**src/rtl/sega_joy_reader.sv**
```systemverilog
// Two-port Sega DB9 pad reader: one scan step per hs_n falling edge,
// producing active-low 12-bit words {M,X,Y,Z,S,A,C,B,R,L,D,U} per port.
module sega_joy_reader #(
  parameter int SYNC_STAGES = 2
) (
  input  logic        clk_i,
  input  logic        res_n_i,
  input  logic        hs_n_i,
  input  logic [5:0]  joy1_pins_i,
  input  logic [5:0]  joy2_pins_i,
  output logic        joy_p7_o,
  output logic [11:0] joy1_o,
  output logic [11:0] joy2_o,
  output logic        six1_o,
  output logic        six2_o,
  output logic        scan_done_o
);

  typedef struct packed {
    logic [11:0] bits;
    logic        cand;
    logic        six;
  } port_t;

  localparam port_t PORT_RESET = '{bits: 12'hFFF, cand: 1'b0, six: 1'b0};

  logic [SYNC_STAGES-1:0]       hs_sync;
  logic [SYNC_STAGES-1:0][11:0] pin_sync;
  logic                         hs_prev;
  logic                         strobe;
  logic [11:0]                  pins;

  logic [7:0] step_q, step_d;
  logic       p7_q, p7_d;
  logic       done_q, done_d;
  port_t      port1_q, port1_d, port2_q, port2_d;

  assign pins   = pin_sync[SYNC_STAGES-1];
  assign strobe = !hs_sync[SYNC_STAGES-1] && hs_prev;

  // Pin bit order is {p9, p6, R, L, D, U}; the same update applies to both ports.
  function automatic port_t step_port(input logic [7:0] step, input logic [5:0] p,
                                      input port_t cur);
    port_t nxt = cur;
    case (step)
      8'd2: begin
        nxt.bits[5:0] = p;
        nxt.cand      = 1'b0;
      end
      8'd3: begin
        if (p[3:2] == 2'b00) nxt.bits[7:6] = p[5:4];
        else                 nxt.bits[7:4] = {2'b11, p[5:4]};
      end
      8'd5: if (p[3:0] == 4'h0) nxt.cand = 1'b1;
      8'd6: begin
        nxt.bits[11:8] = cur.cand ? p[3:0] : 4'hF;
        nxt.six        = cur.cand;
      end
      default: ;
    endcase
    return nxt;
  endfunction

  // NOTE: synchronizers preset to 1 (idle level) so reset release never looks like an hs_n fall.
  always_ff @(posedge clk_i or negedge res_n_i) begin
    if (!res_n_i) begin
      hs_sync  <= '1;
      pin_sync <= '1;
      hs_prev  <= 1'b1;
      step_q   <= 8'd0;
      p7_q     <= 1'b1;
      done_q   <= 1'b0;
      port1_q  <= PORT_RESET;
      port2_q  <= PORT_RESET;
    end else begin
      // NOTE: non-blocking so every register samples pre-edge values, independent of order.
      hs_sync  <= {hs_sync[SYNC_STAGES-2:0], hs_n_i};
      pin_sync <= {pin_sync[SYNC_STAGES-2:0], {joy2_pins_i, joy1_pins_i}};
      hs_prev  <= hs_sync[SYNC_STAGES-1];
      step_q   <= step_d;
      p7_q     <= p7_d;
      done_q   <= done_d;
      port1_q  <= port1_d;
      port2_q  <= port2_d;
    end
  end

  always_comb begin
    // NOTE: hold-by-default assignments first so no path leaves a variable unassigned (no latch).
    step_d  = step_q;
    p7_d    = p7_q;
    done_d  = 1'b0;
    port1_d = port1_q;
    port2_d = port2_q;
    if (strobe) begin
      step_d  = step_q + 8'd1;
      p7_d    = !(step_q inside {8'd0, 8'd2, 8'd4, 8'd6});
      done_d  = (step_q == 8'd6);
      port1_d = step_port(step_q, pins[5:0], port1_q);
      port2_d = step_port(step_q, pins[11:6], port2_q);
    end
  end

  always_comb begin
    joy_p7_o    = p7_q;
    joy1_o      = port1_q.bits;
    joy2_o      = port2_q.bits;
    six1_o      = port1_q.six;
    six2_o      = port2_q.six;
    scan_done_o = done_q;
  end

endmodule

```
**config.mk**
```make
export PLATFORM = sky130hd
export DESIGN_NAME = sega_joy_reader
export DESIGN_NICKNAME = d
export VERILOG_FILES = /design/src/rtl/sega_joy_reader.sv
export SDC_FILE = /design/constraint.sdc
export NUM_CORES = 1
export LEC_CHECK = 0
export BUFFER_PORTS_ARGS = -buffer_cell sky130_fd_sc_hd__buf_4
export CAP_MARGIN = 20
export CORE_MARGIN = 5
export CORE_UTILIZATION = 55
export CTS_CLUSTER_DIAMETER = 80
export DETAILED_ROUTE_END_ITERATION = 16
export MAX_ROUTING_LAYER = met4
export PLACE_DENSITY = 0.77
export SLEW_MARGIN = 20
export SYNTH_ARGS = -nofsm -noshare
export SYNTH_HDL_FRONTEND = slang
export SYNTH_SLANG_ARGS = --single-unit
```
**constraint.sdc**
```tcl
create_clock -name clk_i -period 2.65 [get_ports clk_i]
set_clock_uncertainty 0.2 [all_clocks]
set_input_delay 0.3975 -clock clk_i [delete_from_list [all_inputs] [get_ports clk_i]]
set_output_delay 0.3975 -clock clk_i [all_outputs]
set_load 0.005 [all_outputs]
```
Yosys cells after proc, flatten, opt, wreduce, memory -nomap -nowiden
Cells that the tools add are included.
{"block": "word_totals", "out_inout_bits": 28, "ff_bits": 65, "elab_cells": 60, "in_bits": 15}
{"block": "op_classes", "n_reduce_logical": 18, "n_addsub": 1, "n_eq_ne": 9, "muxes": 13}
{"op": "== test 8 x 3 -> 1 bit (second input constant)", "n": 3}
{"op": "== test 8 x 2 -> 1 bit (second input constant)", "n": 2}
{"op": "AND reduction 3 bit", "n": 4}
{"op": "adder 8 x 1 -> 8 bit (second input constant)", "n": 1}
{"op": "logical NOT 4 bit", "n": 2}
{"op": "logical NOT 8 bit", "n": 1}
{"op": "two-way mux 2 bit", "n": 4}
{"op": "two-way mux 4 bit", "n": 2}
{"op": "!= test 2 bit (second input constant)", "n": 4}
{"op": "one-hot mux 2 bit (2 select lines)", "n": 2}
{"op": "AND reduction 2 bit", "n": 3}
{"op": "logical NOT 2 bit", "n": 2}
{"op": "one-hot mux 1 bit (2 select lines)", "n": 2}
{"op": "nonzero test 2 bit", "n": 2}
{"op": "nonzero test 4 bit", "n": 1}
{"op": "two-way mux 1 bit", "n": 3}
{"op": "logical NOT 1 bit", "n": 2}
{"op": "logical AND 1 bit", "n": 1}

Logic depth before layout (Yosys ltp)
{"block": "depth", "word_depth": 3, "ltp_mapped": 6}

Least setup slack after synthesis
No wires, ideal clock.
{"block": "synth_timing", "kind": "reg2reg", "startpoint": "register hs_prev", "endpoint": "register port1_q, in the netlist joy1_o[0]", "setup_time_ns": 0.082, "t_required_ns": 2.368, "path_buffers": 2, "setup_slack_ns": 0.707, "arrival_ns": 1.661, "synth_period_minus_slack_ns": 1.943, "path_stages_with_launch": 7, "path_cell_list": "dfstp_2 -> nor2b_1 -> clkbuf_1 -> and3_2 -> and2_1 -> buf_4 -> mux2_2"}
{"block": "synth_via", "elab_chain_len": 2}
{"element": "start: declaration", "line": "29", "rtl": "logic hs_prev;"}
{"element": "start signal: assignment", "line": "79", "rtl": "hs_prev <= hs_sync[SYNC_STAGES-1];"}
{"element": "logical AND 1 bit", "line": "39", "rtl": "assign strobe = !hs_sync[SYNC_STAGES-1] && hs_prev;"}
{"element": "AND reduction 2 bit (no line)"}
{"element": "end signal: assignment", "line": "83", "rtl": "port1_q <= port1_d;"}
{"element": "end: declaration", "line": "36", "rtl": "port_t port1_q, port1_d, port2_q, port2_d;"}
No other way between the ends.
A chain may end at the register's enable or synchronous reset.

Final worst setup path
{"block": "layout_timing", "startpoint": "register step_q[5]", "endpoint": "register port2_q, in the netlist six2_o"}
{"block": "layout_via", "elab_chain_len": 2}
{"element": "start: declaration", "line": "33", "rtl": "logic [7:0] step_q, step_d;"}
{"element": "start signal: assignment", "line": "80", "rtl": "step_q <= step_d;"}
{"element": "== test 8 x 3 -> 1 bit", "line": "45", "rtl": "case (step)"}
{"element": "AND reduction 2 bit (no line)"}
{"element": "end signal: assignment", "line": "84", "rtl": "port2_q <= port2_d;"}
{"element": "end: declaration", "line": "36"}
No other way between the ends.

==> run metrics <==
Slew HR 50.86%; Rows 25; post-placement cell count 254; P_sw 0.0008287 W; sequential power share 49.4%; Post-CTS Setup Repair Bufs 0; most frequent cells in the layout 52 x dfstp_2, 43 x buf_4, 14 x dlygate4sd3_1, 13 x mux2_2, 13 x dfrtp_1; critical path launch point type flop; Combinational Power Share 24.0%; PwrDens 992.1 nW/µm²; synth warn 0; Lkg Pwr 1.392 nW; Crit Path Max Fanout 11; maxcap violations 0; post-synthesis sequential area ratio 64.26%; DR WL/cell 14.63 µm; Slew @ Worst Pin 0.7371 ns; setup TNS 0 ns; average size of a mapped cell 14.23 µm²; fin crit period 2.158 ns; switching fraction of total power 26.40%; CTS tree built; critical path class flop to flop; clock power share 26.6%; CP Cell Sequence nor4_2 > nor3b_4 > nand3_2 > mux2_4; H-Tree Depth 3; final WL 4.154 mm; Worst EP arrival 2.19 ns; status finished clean; initial antenna violation count 0; # DRC 0; HPWL Detailed 2.867 mm; GRT Total Usage 15.61%; Max rail drop VDD 440.0 µV; vias in the first global route 1488; routability-driven placement congestion ratio 0.7678; Layout area overhead 20.20%; CP Capture Type flop; Yosys cell types 30; Reg clk slew, reported paths 0.07 ns; drt pass-1 iters 4; fmax 463.3 MHz; CTS Buf Count 9; Slew Limit Fails 0; period utilisation layout 81.44%; RSZ-0062 raised after global routing false; Initial Util 56.11%; final worst slack 0.4917 ns; synthesized instance count 185; Final Power 0.003139 W; Mapped Area 2633 µm²; Starting DRT DRC Count 56; clock root cell clkbuf_8; fin cells 284; IO Count 43; CP top delay family simple AND/OR/NAND/NOR gates; Bufs on Longest Clock Path 2; layout cells sized above 1 60.00%; Setup WS pre-CTS 0.4947 ns; Worst Hold Class flop to flop; DIE AREA 6270 µm²; Clock Latency Late Sink 0.34 ns; fin nets 244; clk sinks 65; Fin Hold WS 0.1552 ns; PortBufs 42; Cell Int Power 0.002311 W; #FFs+latches synth 65; Post-DRT Antenna Nets 0; core box area 4692 µm²; largest net degree at the start of global routing 66; CP required 2.68 ns; Die Y 79.19 µm; Synthesized Nets 204; total congestion overflow 0; diodes inserted 0; Hold Violations, Final 0; Final setup viols 0; slowest stage delay, CP 0.41 ns; die extent in x 79.19 µm; global-route wire length before repair 7.127 mm; Filler cells 349; most common cell after layout, fill and taps aside dfstp_2; Buf/Inv on CP 0; CP max stage cell dfrtp_1; via count 1403; number of vias per cell 4.940
[synthesized netlist by cell type, drive strengths merged]
cell type  number  area (µm²)
nand2          10       37.54
nand4           1       6.260
mux2           22       281.5
ha              4       50.05
buf            26       198.9
a41oi           2       17.52
inv             3       11.26
nand3           4       25.02
nor3            6       30.03
dfstp          52        1366
o21ai           6       30.03
or2b            7       52.55
dfrtp          13       325.3
nor2            8       30.03
nor3b           1       18.77
xnor2           6       52.55
o21a            1       7.510
clkbuf          2       8.750
and3            3       21.27
nor2b           1       6.260
xor2            1       8.760
nand2b          2       12.51
o211ai          2       15.01
and2            1       6.260
nor4            1       12.51
[power by group through the flow]
| stage | combinational [W] | clock (W) | sequential, W |
|---|---|---|---|
| 4_1_cts | 0.000767 | 0.000853 | 0.00155 |
| 5_1_grt | 0.000828 | 0.000902 | 0.00159 |
| 3_3_place_gp | 0.000726 | 0 | 0.00155 |
| 6_report | 0.000752 | 0.000835 | 0.00155 |
| 2_1_floorplan | 0.000640 | 0 | 0.00150 |
| 3_5_place_dp | 0.000749 | 0 | 0.00157 |
[what timing repair did]
action                    4_1_cts  5_1_grt
hold endpoints to repair       26        0
hold buffers                   14        0
gates resized for setup         0        0
[sequential cells by signal, indices dropped and copies added (netlist names)]
signal	flops
hs_prev	1
hs_sync	2
joy1_o	12
joy2_o	12
joy_p7_o	1
pin_sync	12
pins	12
port1_q	1
port2_q	1
scan_done_o	1
six1_o	1
six2_o	1
step_q	8
[routing by layer]
metal | vias up | share of wire, % | GRT usage (%)
met5 | - | 0 | -
met4 | 0 | 1.4 | 6.186
met3 | 7 | 5.8 | 6.349
met2 | 35 | 50 | 24.33
met1 | 690 | 43 | 18.09
li1 | 671 | - | -
[logic make-up (layout without fill, tap and decap cells)]
| kind of cell | Yosys count | count (layout) | share of synthesized area (%) |
|---|---|---|---|
| simple gates | 45 | 45 | 9.839 |
| mux | 22 | 22 | 10.69 |
| fa+ha+maj | 4 | 4 | 1.901 |
| compound gates | 11 | 11 | 2.662 |
| xor+xnor | 7 | 7 | 2.329 |
| flops | 65 | 65 | 64.26 |
| buf+inv | 31 | 76 | 8.317 |
[cell type report]
class | instances | area [µm²] | area share [%]
multi-input combinational | 89 | 721.9 | 22.82
clock buffer | 12 | 176.4 | 5.575
sequential | 65 | 1692 | 53.46
timing repair buffer | 57 | 462.9 | 14.63
tap | 54 | 67.56 | 2.135
inverter | 3 | 11.26 | 0.3559
clock inverter | 4 | 32.53 | 1.028
[final timing paths]
kind | startpoint | endpoint | slack [ns] | cells past startpoint
worst max-delay path | step_q[5] | six2_o | 0.49 | 4
worst min-delay path | pin_sync[6] | pins[6] | 0.16 | 0
worst max register to register | step_q[5] | six2_o | 0.49 | 4
min in group asynchronous | res_n_i | scan_done_o | 0.48 | 2
max in group asynchronous | res_n_i | step_q[4] | 1.29 | 2
worst min register to register | pin_sync[6] | pins[6] | 0.16 | 0
[stage by stage]
| stage | utilization [%] | instance area (µm²) |
|---|---|---|
| floorplan | - | 2633 |
| global placement | 60.00 | 2815 |
| detailed placement | 60.00 | 2815 |
| CTS | 67.44 | 3164 |
| global route | 67.44 | 3164 |
| finish | 67.44 | 3164 |
[worst reg2reg max path: cells and delay by family (launching register included)]
kind	cells	cell delay, ns
AND/OR/NAND/NOR	3	1.04
flip-flops	1	0.41
multiplexers	1	0.40
(Power assumes the default switching activity.)
